[src/rtl/float_to_signed_int_seq.sv]
// Multi-cycle IEEE-754 single to int32 converter with an iterative barrel shifter.
// Define FTOI_RNE_EN for round-to-nearest-even; the default build truncates toward zero.
module float_to_signed_int_seq #(
    parameter int SHIFT_STEP = 4
) (
    input  logic        clk,
    input  logic        rst,
    input  logic        in_valid,
    output logic        in_ready,
    input  logic [31:0] FP_val,
    output logic        out_valid,
    input  logic        out_ready,
    output logic [31:0] signed_int_val,
    output logic        ovf
);

    typedef enum logic [1:0] {
        IDLE  = 2'd0,
        SHIFT = 2'd1,
        SIGN  = 2'd2,
        DONE  = 2'd3
    } state_t;

    localparam logic [5:0] STEP_C = 6'(SHIFT_STEP);

    state_t      state_r;
    state_t      state_next_s;

    logic [7:0]  exp_s;
    logic [22:0] mant_s;
    logic        idle_s;
    logic        accept_s;
    logic        special_s;
    logic [31:0] spec_val_s;
    logic        spec_ovf_s;
    logic        left_s;
    logic [5:0]  count_s;

    logic [31:0] mag_r;
    logic [5:0]  rem_r;
    logic        left_r;
    logic        sign_r;
    logic [31:0] result_r;
    logic        ovf_r;
    logic        out_valid_r;

    logic [5:0]  amt_s;
    logic [31:0] left_val_s;
    logic [31:0] right_val_s;
    logic [31:0] mag_rnd_s;

`ifdef FTOI_RNE_EN
    logic        guard_r;
    logic        sticky_r;
    logic [31:0] lost_s;
    logic        round_up_s;
`endif

    assign exp_s    = FP_val[30:23];
    assign mant_s   = FP_val[22:0];
    assign idle_s   = (state_r == IDLE);
    assign accept_s = in_valid && idle_s;

    // Classify the incoming operand: special results bypass the shifter entirely.
    always_comb begin
        special_s  = 1'b0;
        spec_val_s = 32'd0;
        spec_ovf_s = 1'b0;
        left_s     = 1'b0;
        count_s    = 6'd0;
        if (exp_s == 8'd0) begin
            special_s = 1'b1;
        end else if ((exp_s == 8'd255) && (mant_s != 23'd0)) begin
            special_s  = 1'b1;
            spec_ovf_s = 1'b1;
        end else if (exp_s >= 8'd158) begin
            // Magnitude >= 2^31 (or infinite); only -2^31 itself is representable.
            special_s = 1'b1;
            if (!FP_val[31]) begin
                spec_val_s = 32'h7FFF_FFFF;
                spec_ovf_s = 1'b1;
            end else begin
                spec_val_s = 32'h8000_0000;
                spec_ovf_s = (FP_val != 32'hCF00_0000);
            end
        end else if (exp_s < 8'd127) begin
            special_s = 1'b1;
`ifdef FTOI_RNE_EN
            // |x| in [0.5,1): exactly 0.5 ties to 0, anything larger rounds to +-1.
            if ((exp_s == 8'd126) && (mant_s != 23'd0)) begin
                spec_val_s = FP_val[31] ? 32'hFFFF_FFFF : 32'd1;
            end else begin
                spec_val_s = 32'd0;
            end
`endif
        end else if (exp_s > 8'd150) begin
            left_s  = 1'b1;
            count_s = 6'(exp_s - 8'd150);
        end else begin
            left_s  = 1'b0;
            count_s = 6'(8'd150 - exp_s);
        end
    end

    // One step of the barrel shifter plus the rounding increment.
    always_comb begin
        amt_s       = (rem_r < STEP_C) ? rem_r : STEP_C;
        left_val_s  = mag_r << amt_s;
        right_val_s = mag_r >> amt_s;
`ifdef FTOI_RNE_EN
        lost_s      = 32'({mag_r, 32'd0} >> amt_s);
        round_up_s  = guard_r && (sticky_r || mag_r[0]);
        mag_rnd_s   = mag_r + 32'(round_up_s);
`else
        mag_rnd_s   = mag_r;
`endif
    end

    // State register.
    always_ff @(posedge clk) begin
        if (rst) begin
            state_r <= IDLE;
        end else begin
            state_r <= state_next_s;
        end
    end

    // Next-state logic.
    always_comb begin
        state_next_s = IDLE;
        case (state_r)
            IDLE: begin
                if (!accept_s) begin
                    state_next_s = IDLE;
                end else if (special_s) begin
                    state_next_s = DONE;
                end else if (count_s == 6'd0) begin
                    state_next_s = SIGN;
                end else begin
                    state_next_s = SHIFT;
                end
            end
            SHIFT: begin
                if (rem_r <= STEP_C) begin
                    state_next_s = SIGN;
                end else begin
                    state_next_s = SHIFT;
                end
            end
            SIGN: state_next_s = DONE;
            DONE: begin
                if (out_ready) begin
                    state_next_s = IDLE;
                end else begin
                    state_next_s = DONE;
                end
            end
            default: state_next_s = IDLE;
        endcase
    end

    // Output decode.
    always_comb begin
        in_ready       = idle_s;
        out_valid      = out_valid_r;
        signed_int_val = result_r;
        ovf            = ovf_r;
    end

    // Operand capture, shifting, sign application and result hold.
    always_ff @(posedge clk) begin
        if (rst) begin
            mag_r       <= 32'd0;
            rem_r       <= 6'd0;
            left_r      <= 1'b0;
            sign_r      <= 1'b0;
            result_r    <= 32'd0;
            ovf_r       <= 1'b0;
            out_valid_r <= 1'b0;
`ifdef FTOI_RNE_EN
            guard_r     <= 1'b0;
            sticky_r    <= 1'b0;
`endif
        end else begin
            case (state_r)
                IDLE: begin
                    if (accept_s) begin
                        sign_r   <= FP_val[31];
                        mag_r    <= {8'd0, 1'b1, mant_s};
                        rem_r    <= count_s;
                        left_r   <= left_s;
`ifdef FTOI_RNE_EN
                        guard_r  <= 1'b0;
                        sticky_r <= 1'b0;
`endif
                        if (special_s) begin
                            result_r    <= spec_val_s;
                            ovf_r       <= spec_ovf_s;
                            out_valid_r <= 1'b1;
                        end
                    end
                end
                SHIFT: begin
                    rem_r <= rem_r - amt_s;
                    if (left_r) begin
                        mag_r <= left_val_s;
                    end else begin
                        mag_r    <= right_val_s;
`ifdef FTOI_RNE_EN
                        guard_r  <= lost_s[31];
                        sticky_r <= sticky_r | guard_r | (|lost_s[30:0]);
`endif
                    end
                end
                SIGN: begin
                    result_r    <= sign_r ? (32'd0 - mag_rnd_s) : mag_rnd_s;
                    ovf_r       <= 1'b0;
                    out_valid_r <= 1'b1;
                end
                DONE: begin
                    if (out_ready) begin
                        out_valid_r <= 1'b0;
                    end
                end
                default: out_valid_r <= 1'b0;
            endcase
        end
    end

endmodule

[config.mk]
export PLATFORM = sky130hd
export DESIGN_NAME = float_to_signed_int_seq
export DESIGN_NICKNAME = d
export VERILOG_FILES = /design/src/rtl/float_to_signed_int_seq.sv
export SDC_FILE = /design/constraint.sdc
export NUM_CORES = 1
export LEC_CHECK = 0
export ABC_AREA = 1
export BUFFER_PORTS_ARGS = -buffer_cell sky130_fd_sc_hd__buf_2
export CAP_MARGIN = 40
export CORE_MARGIN = 8
export CORE_UTILIZATION = 55
export DETAILED_ROUTE_END_ITERATION = 16
export MAX_ROUTING_LAYER = met4
export PLACE_DENSITY = 0.78
export SLEW_MARGIN = 40
export SYNTH_ARGS = -nofsm -noshare
export SYNTH_HDL_FRONTEND = slang
export SYNTH_SLANG_ARGS = --single-unit
[constraint.sdc]
create_clock -name clk -period 1.84 [get_ports clk]
set_clock_uncertainty 0.1 [all_clocks]
set_input_delay 0.184 -clock clk [delete_from_list [all_inputs] [get_ports clk]]
set_output_delay 0.184 -clock clk [all_outputs]
set_load 0.005 [all_outputs]
* Yosys cells after proc, flatten, opt, wreduce, memory -nomap -nowiden
Cells that the tools add are included.
** Word-level totals
- Bits of input ports :: 36
- Logic and storage cells :: 85
- Output and inout bits :: 35
- Register bits after elaboration :: 76
** Cells by class
- Reduce and logical (&&, ||, !) cells :: 13
- Order comparisons :: 5
- Muxes and demuxes :: 45
- Eq/ne operators :: 8
- Shift-type cells :: 2
- Add/subtract/negate cells :: 4
** Operators with widths (number)
- $mux W32 :: 9
- $pmux W32 S2 :: 2
- $mux W6 :: 7
- $ne A32 B32 Y1 const B :: 1
- $shl A32 B6 Y32 :: 1
- $shr A32 B6 Y32 :: 1
- $sub A1 B32 Y32 const A :: 1
- $reduce_bool A23 Y1 :: 1
- $mux W1 :: 18
- $pmux W6 S2 :: 1
- $mux W2 :: 5
- $eq A8 B8 Y1 const B :: 1
- $ge A8 B8 Y1 const B :: 1
- $gt A8 B8 Y1 const B :: 1
- $logic_not A8 Y1 :: 1
- $lt A8 B7 Y1 const B :: 1
- $pmux W2 S4 :: 1
- $le A6 B3 Y1 const B :: 1
- $logic_not A6 Y1 :: 1
- $lt A6 B3 Y1 const B :: 1
- $sub A5 B6 Y6 const A :: 1
- $sub A6 B5 Y6 const B :: 1
- $sub A6 B6 Y6 :: 1
- $eq A2 B2 Y1 const B :: 2
- other kinds (12) :: 16

* Depth between registers and ports, before layout
- Word-level depth :: 11
- Mapped depth :: 16
- Gate-level depth less buffers :: 15

* Least setup slack after synthesis
Ideal clock, no wire load.
- Path kind :: reg-to-reg
- Start point :: register mag_r[0]
- End point :: register result_r[28], in the netlist signed_int_val[28]
- Arrival :: 1.628 ns
- Setup time :: 0.070 ns
- Required time :: 1.670 ns
- Clock period less this slack :: 1.798 ns
- Setup slack :: 0.042 ns
- Cell stages (with the launch flop) :: 13
- Buffers on the path :: 0
- Cells stage by stage :: dfxtp_1 > inv_1 > ha_1 > nand3_1 > inv_1 > nand3_1 > nor2_1 > nand4_1 > nand2_1 > nand2_1 > nand2_1 > nand3_1 > a21oi_1
** Between the ends
- Word-level cells in the longest chain between the ends :: 3
** RTL lines
- start: declaration :: line 39 : logic [31:0] mag_r;
- start signal: assignment :: line 189 : mag_r <= {8'd0, 1'b1, mant_s};
- start signal: assignment :: line 206 : mag_r <= left_val_s;
- start signal: assignment :: line 208 : mag_r <= right_val_s;
- $sub A1 B32 Y32 :: line 216 : result_r <= sign_r ? (32'd0 - mag_rnd_s) : mag_rnd_s;
- $mux W32 :: line 216
- $pmux W32 S2 :: line 185 : case (state_r)
- end signal: assignment :: line 197 : result_r <= spec_val_s;
- end signal: assignment :: line 216
- end: declaration :: line 43 : logic [31:0] result_r;
Every way passes these cells.
A chain may end at the register's enable or synchronous reset.

* Final worst setup path
- Start point :: register rem_r[2]
- End point :: register mag_r[19]
** Between the ends
- Word-level cells in the longest chain between the ends :: 5
- Elaborated cells between the ends (all ways) :: 6
- Classes of those cells :: 1 x order compare; 2 x shift; 3 x mux
** RTL lines
- start: declaration :: line 40 : logic [5:0] rem_r;
- start signal: assignment :: line 190 : rem_r <= count_s;
- start signal: assignment :: line 204 : rem_r <= rem_r - amt_s;
- $lt A6 B3 Y1 :: line 107 : amt_s = (rem_r < STEP_C) ? rem_r : STEP_C;
- $mux W6 * :: line 107
- $shr A32 B6 Y32 / $shl A32 B6 Y32 (equally long branches) :: line 109, 108
- $mux W32 * :: line 205 : if (left_r) begin
- $pmux W32 S2 * :: line 185
Mark *: on every way between the ends. The rest lies on a longest branch, timed or not.

==> impl_metrics.py <==
metrics = {
    "global_route": {
        "grt-busiest-layer": "met2",
        "use_met1_pct": 40.30,
        "antenna_found_initial": 0,
        "grt_usage_pct": 31.30,
        "grt_max_degree": 70,
        "overflow": 0,
        "met3_usage_pct": 5.737,
        "met2_usage_pct": 47.01,
        "grt_pass1_vias": 7803,
        "grt_pass1_wl_um": 39300,
    },
    "synthesis": {
        "synth.most_common_cell": "nand2_1",
        "netlist_instances": 1147,
        "synthTopCellsByArea": "dfxtp_1 23%, nand2_1 18%, o21ai_0 12%",
        "synth_top_area_share_pct": 23.17,
        "ys.flop_type": "dfxtp_1",
        "synth.distinct_cells": 39,
        "synth_edf_count": 0,
        "syn_area_per_cell_sq_um": 5.725,
        "yosysWarnings": 0,
        "async_flop_share_pct": 0,
        "seq_area_frac_synth_pct": 23.17,
        "mappedNetlistArea_sq_mm": 0.006566,
        "yosys-top-cells-count": "313 x nand2_1, 157 x o21ai_0, 108 x inv_1, 108 x nor2_1, 95 x nand3_1",
        "synth_seq_cells": 76,
        "syn_nets": 1189,
        "yosys.area.top_type": "dfxtp_1",
    },
    "sta": {
        "tns_ns": -2.787,
        "slew_violations": 0,
        "finalHoldViolations": 0,
        "fin_crit_ns": 2.012,
        "fmax_ghz": 0.4970,
        "hold_ws_ns": 0.05844,
        "worst_slack_ns": -0.1721,
        "period_share_pct": 109.4,
        "setup_violations": 34,
        "rsz0062_at_grt": "yes",
    },
    "setup_path": {
        "critPathKind": "flip-flop to flip-flop",
        "worstSetupEndpointType": "flip-flop",
        "rr_worst_depth": 13,
        "reg2reg_from": "rem_r[2]",
        "worstPathArrival_ns": 2.14,
        "cp.required_ns": 1.97,
        "rr_endpoint": "mag_r[19]",
        "startpoint_type": "flip-flop",
        "worstPathMaxFanout": 7,
        "reg2reg_slack_ns": -0.17,
    },
    "power_and_ir_drop": {
        "powerDensity_mw_per_mm2": 1995,
        "leakagePower_uw": 0.004306,
        "power.total_uw": 18010,
        "max-vdd-ir-drop_mv": 1.293,
    },
    "placement": {
        "placed_area_sq_mm": 0.007839,
        "place_hpwl_um": 17960,
        "portBuffers": 70,
        "place_congestion": 0.9930,
    },
    "floorplan": {
        "row_count": 40,
        "start_util_pct": 55.59,
        "io-pin-count": 71,
        "fp.dieH_um": 125.3,
        "die_area_sq_mm": 0.01569,
        "core_sq_mm": 0.01181,
        "die_x_um": 125.3,
    },
    "clock_tree": {
        "clock-sinks": 76,
        "clock_latency_ns": 0.35,
        "root_buffer": "clkbuf_16",
        "h-tree-depth": 3,
        "cts_max_path_buffers": 2,
        "cts.clk_slew.worst_paths_ns": 0.06,
        "cts_made_buffers": 9,
        "hold_buffers": 0,
        "cts_tree": "done",
    },
    "hold_path": {
        "hold_end": "state_r[1]",
        "holdPathStages": 2,
        "hp-start": "rst",
        "hold_class": "primary input to flip-flop",
    },
    "final_layout": {
        "drive_above_1_share_pct": 28.72,
        "area_growth_pct": 37.48,
        "antennaDiodeCount": 0,
        "nets": 1346,
        "final_util_pct": 76.43,
        "fillers": 969,
        "multi_input_area_sq_mm": 0.004883,
        "final_cell_area_sq_mm": 0.009027,
        "final-seq-area_sq_mm": 0.001538,
    },
    "flow_run": {
        "cap_violations": 0,
    },
    "routing": {
        "drt_wl_total_um": 25910,
        "via_per_inst": 5.978,
        "drcViolationCount": 0,
        "wire_per_inst_um": 17.80,
        "firstDrtPassIters": 7,
        "drt_iter0_drc": 963,
        "vias": 8704,
        "ant_nets": 0,
    },
    "outcome": {
        "status": "finished, violations left",
        "violations": "negative setup slack",
    },
}
[cells in the final DEF (no fill, tap or decap), types with 7 or more instances in the layout]
master,count
nor2_4,9
a21oi_1,47
dfxtp_1,67
nand2_2,24
buf_12,12
inv_2,11
nor2_1,96
a31oi_1,9
a21oi_2,9
nand2_1,288
o211ai_1,20
buf_6,12
mux2i_1,12
clkbuf_16,12
o21ai_0,120
buf_2,70
dfxtp_2,7
nor3_1,8
nand4_1,10
nand3_1,78
nand3_2,16
o21ai_2,25
o21ai_1,39
nor2_2,12
buf_4,107
inv_1,97
o21a_1,18
[area by class of cell]
class,count,area share (%)
Tap cell,147,2.037
Timing Repair Buffer,207,18.54
Inverter,112,4.823
Sequential cell,76,17.03
Clock buffer,11,2.800
Multi-Input combinational cell,898,54.10
Clock inverter,5,0.6653
[worst max-delay path by stage]
stage / startpoint / end / slack [ns] / depth (start not counted)
2_1_floorplan: mag_r[0] / signed_int_val[28] / 0.04 / 12
3_3_place_gp: FP_val[23] / signed_int_val[13] / -0.14 / 13
3_5_place_dp: FP_val[23] / signed_int_val[1] / -0.21 / 13
4_1_cts: rem_r[5] / mag_r[2] / -0.08 / 14
5_1_grt: rem_r[2] / mag_r[17] / -0.25 / 13
6_report: rem_r[2] / mag_r[19] / -0.17 / 13
[flip-flops by register name, summed over array words and instances, names as in the netlist]
register,flops
sign_r,1
ovf,1
rem_r,6
mag_r,32
signed_int_val,32
left_r,1
out_valid,1
state_r,2
[per-stage QoR]
step / setup WS (ns) / cells
floorplan: 0.04231 / 1147
global placement: -0.1405 / 1421
detailed placement: -0.2118 / 1421
CTS: -0.07895 / 1440
global route: -0.2465 / 1456
finish: -0.1721 / 1456
[worst max-delay path: stages (launching register included)]
cell and delay [ns]:
dfxtp_2 0.34, nor2_4 0.15, nand2_4 0.08, nor2_4 0.16
inv_8 0.10, buf_12 0.15, o21ai_1 0.22, inv_1 0.07
nand2_1 0.08, o21ai_2 0.07, nand2_1 0.06, nand3_1 0.06
nor2_1 0.16, nor2_1 0.07
[per-layer routing]
layer / routed length, um / vias up
met3: 2777 / 106
li1: - / 4133
met2: 11530 / 561
met1: 10550 / 3904
met4: 1053 / 0
met5: 0 / -
[cells by family after synthesis]
family	share of synthesized area (%)
AND/OR/NAND/NOR	36.51
buffers and inverters	10.75
adder cells (fa/ha/maj)	1.143
flip-flops	23.17
other	0.05711
AO/OA/AOI/OAI	24.66
multiplexers	3.049
XOR/XNOR	0.6669
[power by group]
part	switching [uW]	internal [uW]
Sequential	751	2440
Clock	773	1130
Combinational	7670	5250
Total	9190	8820
[repair_timing]
| item | CTS | global route |
|---|---|---|
| pin swaps | 11 | 43 |
| gates cloned | 2 | 3 |
| setup endpoints to repair | 47 | 58 |
| resized for setup | 100 | 118 |
| buffers inserted | 1 | 14 |
(Power assumes the default switching activity.)
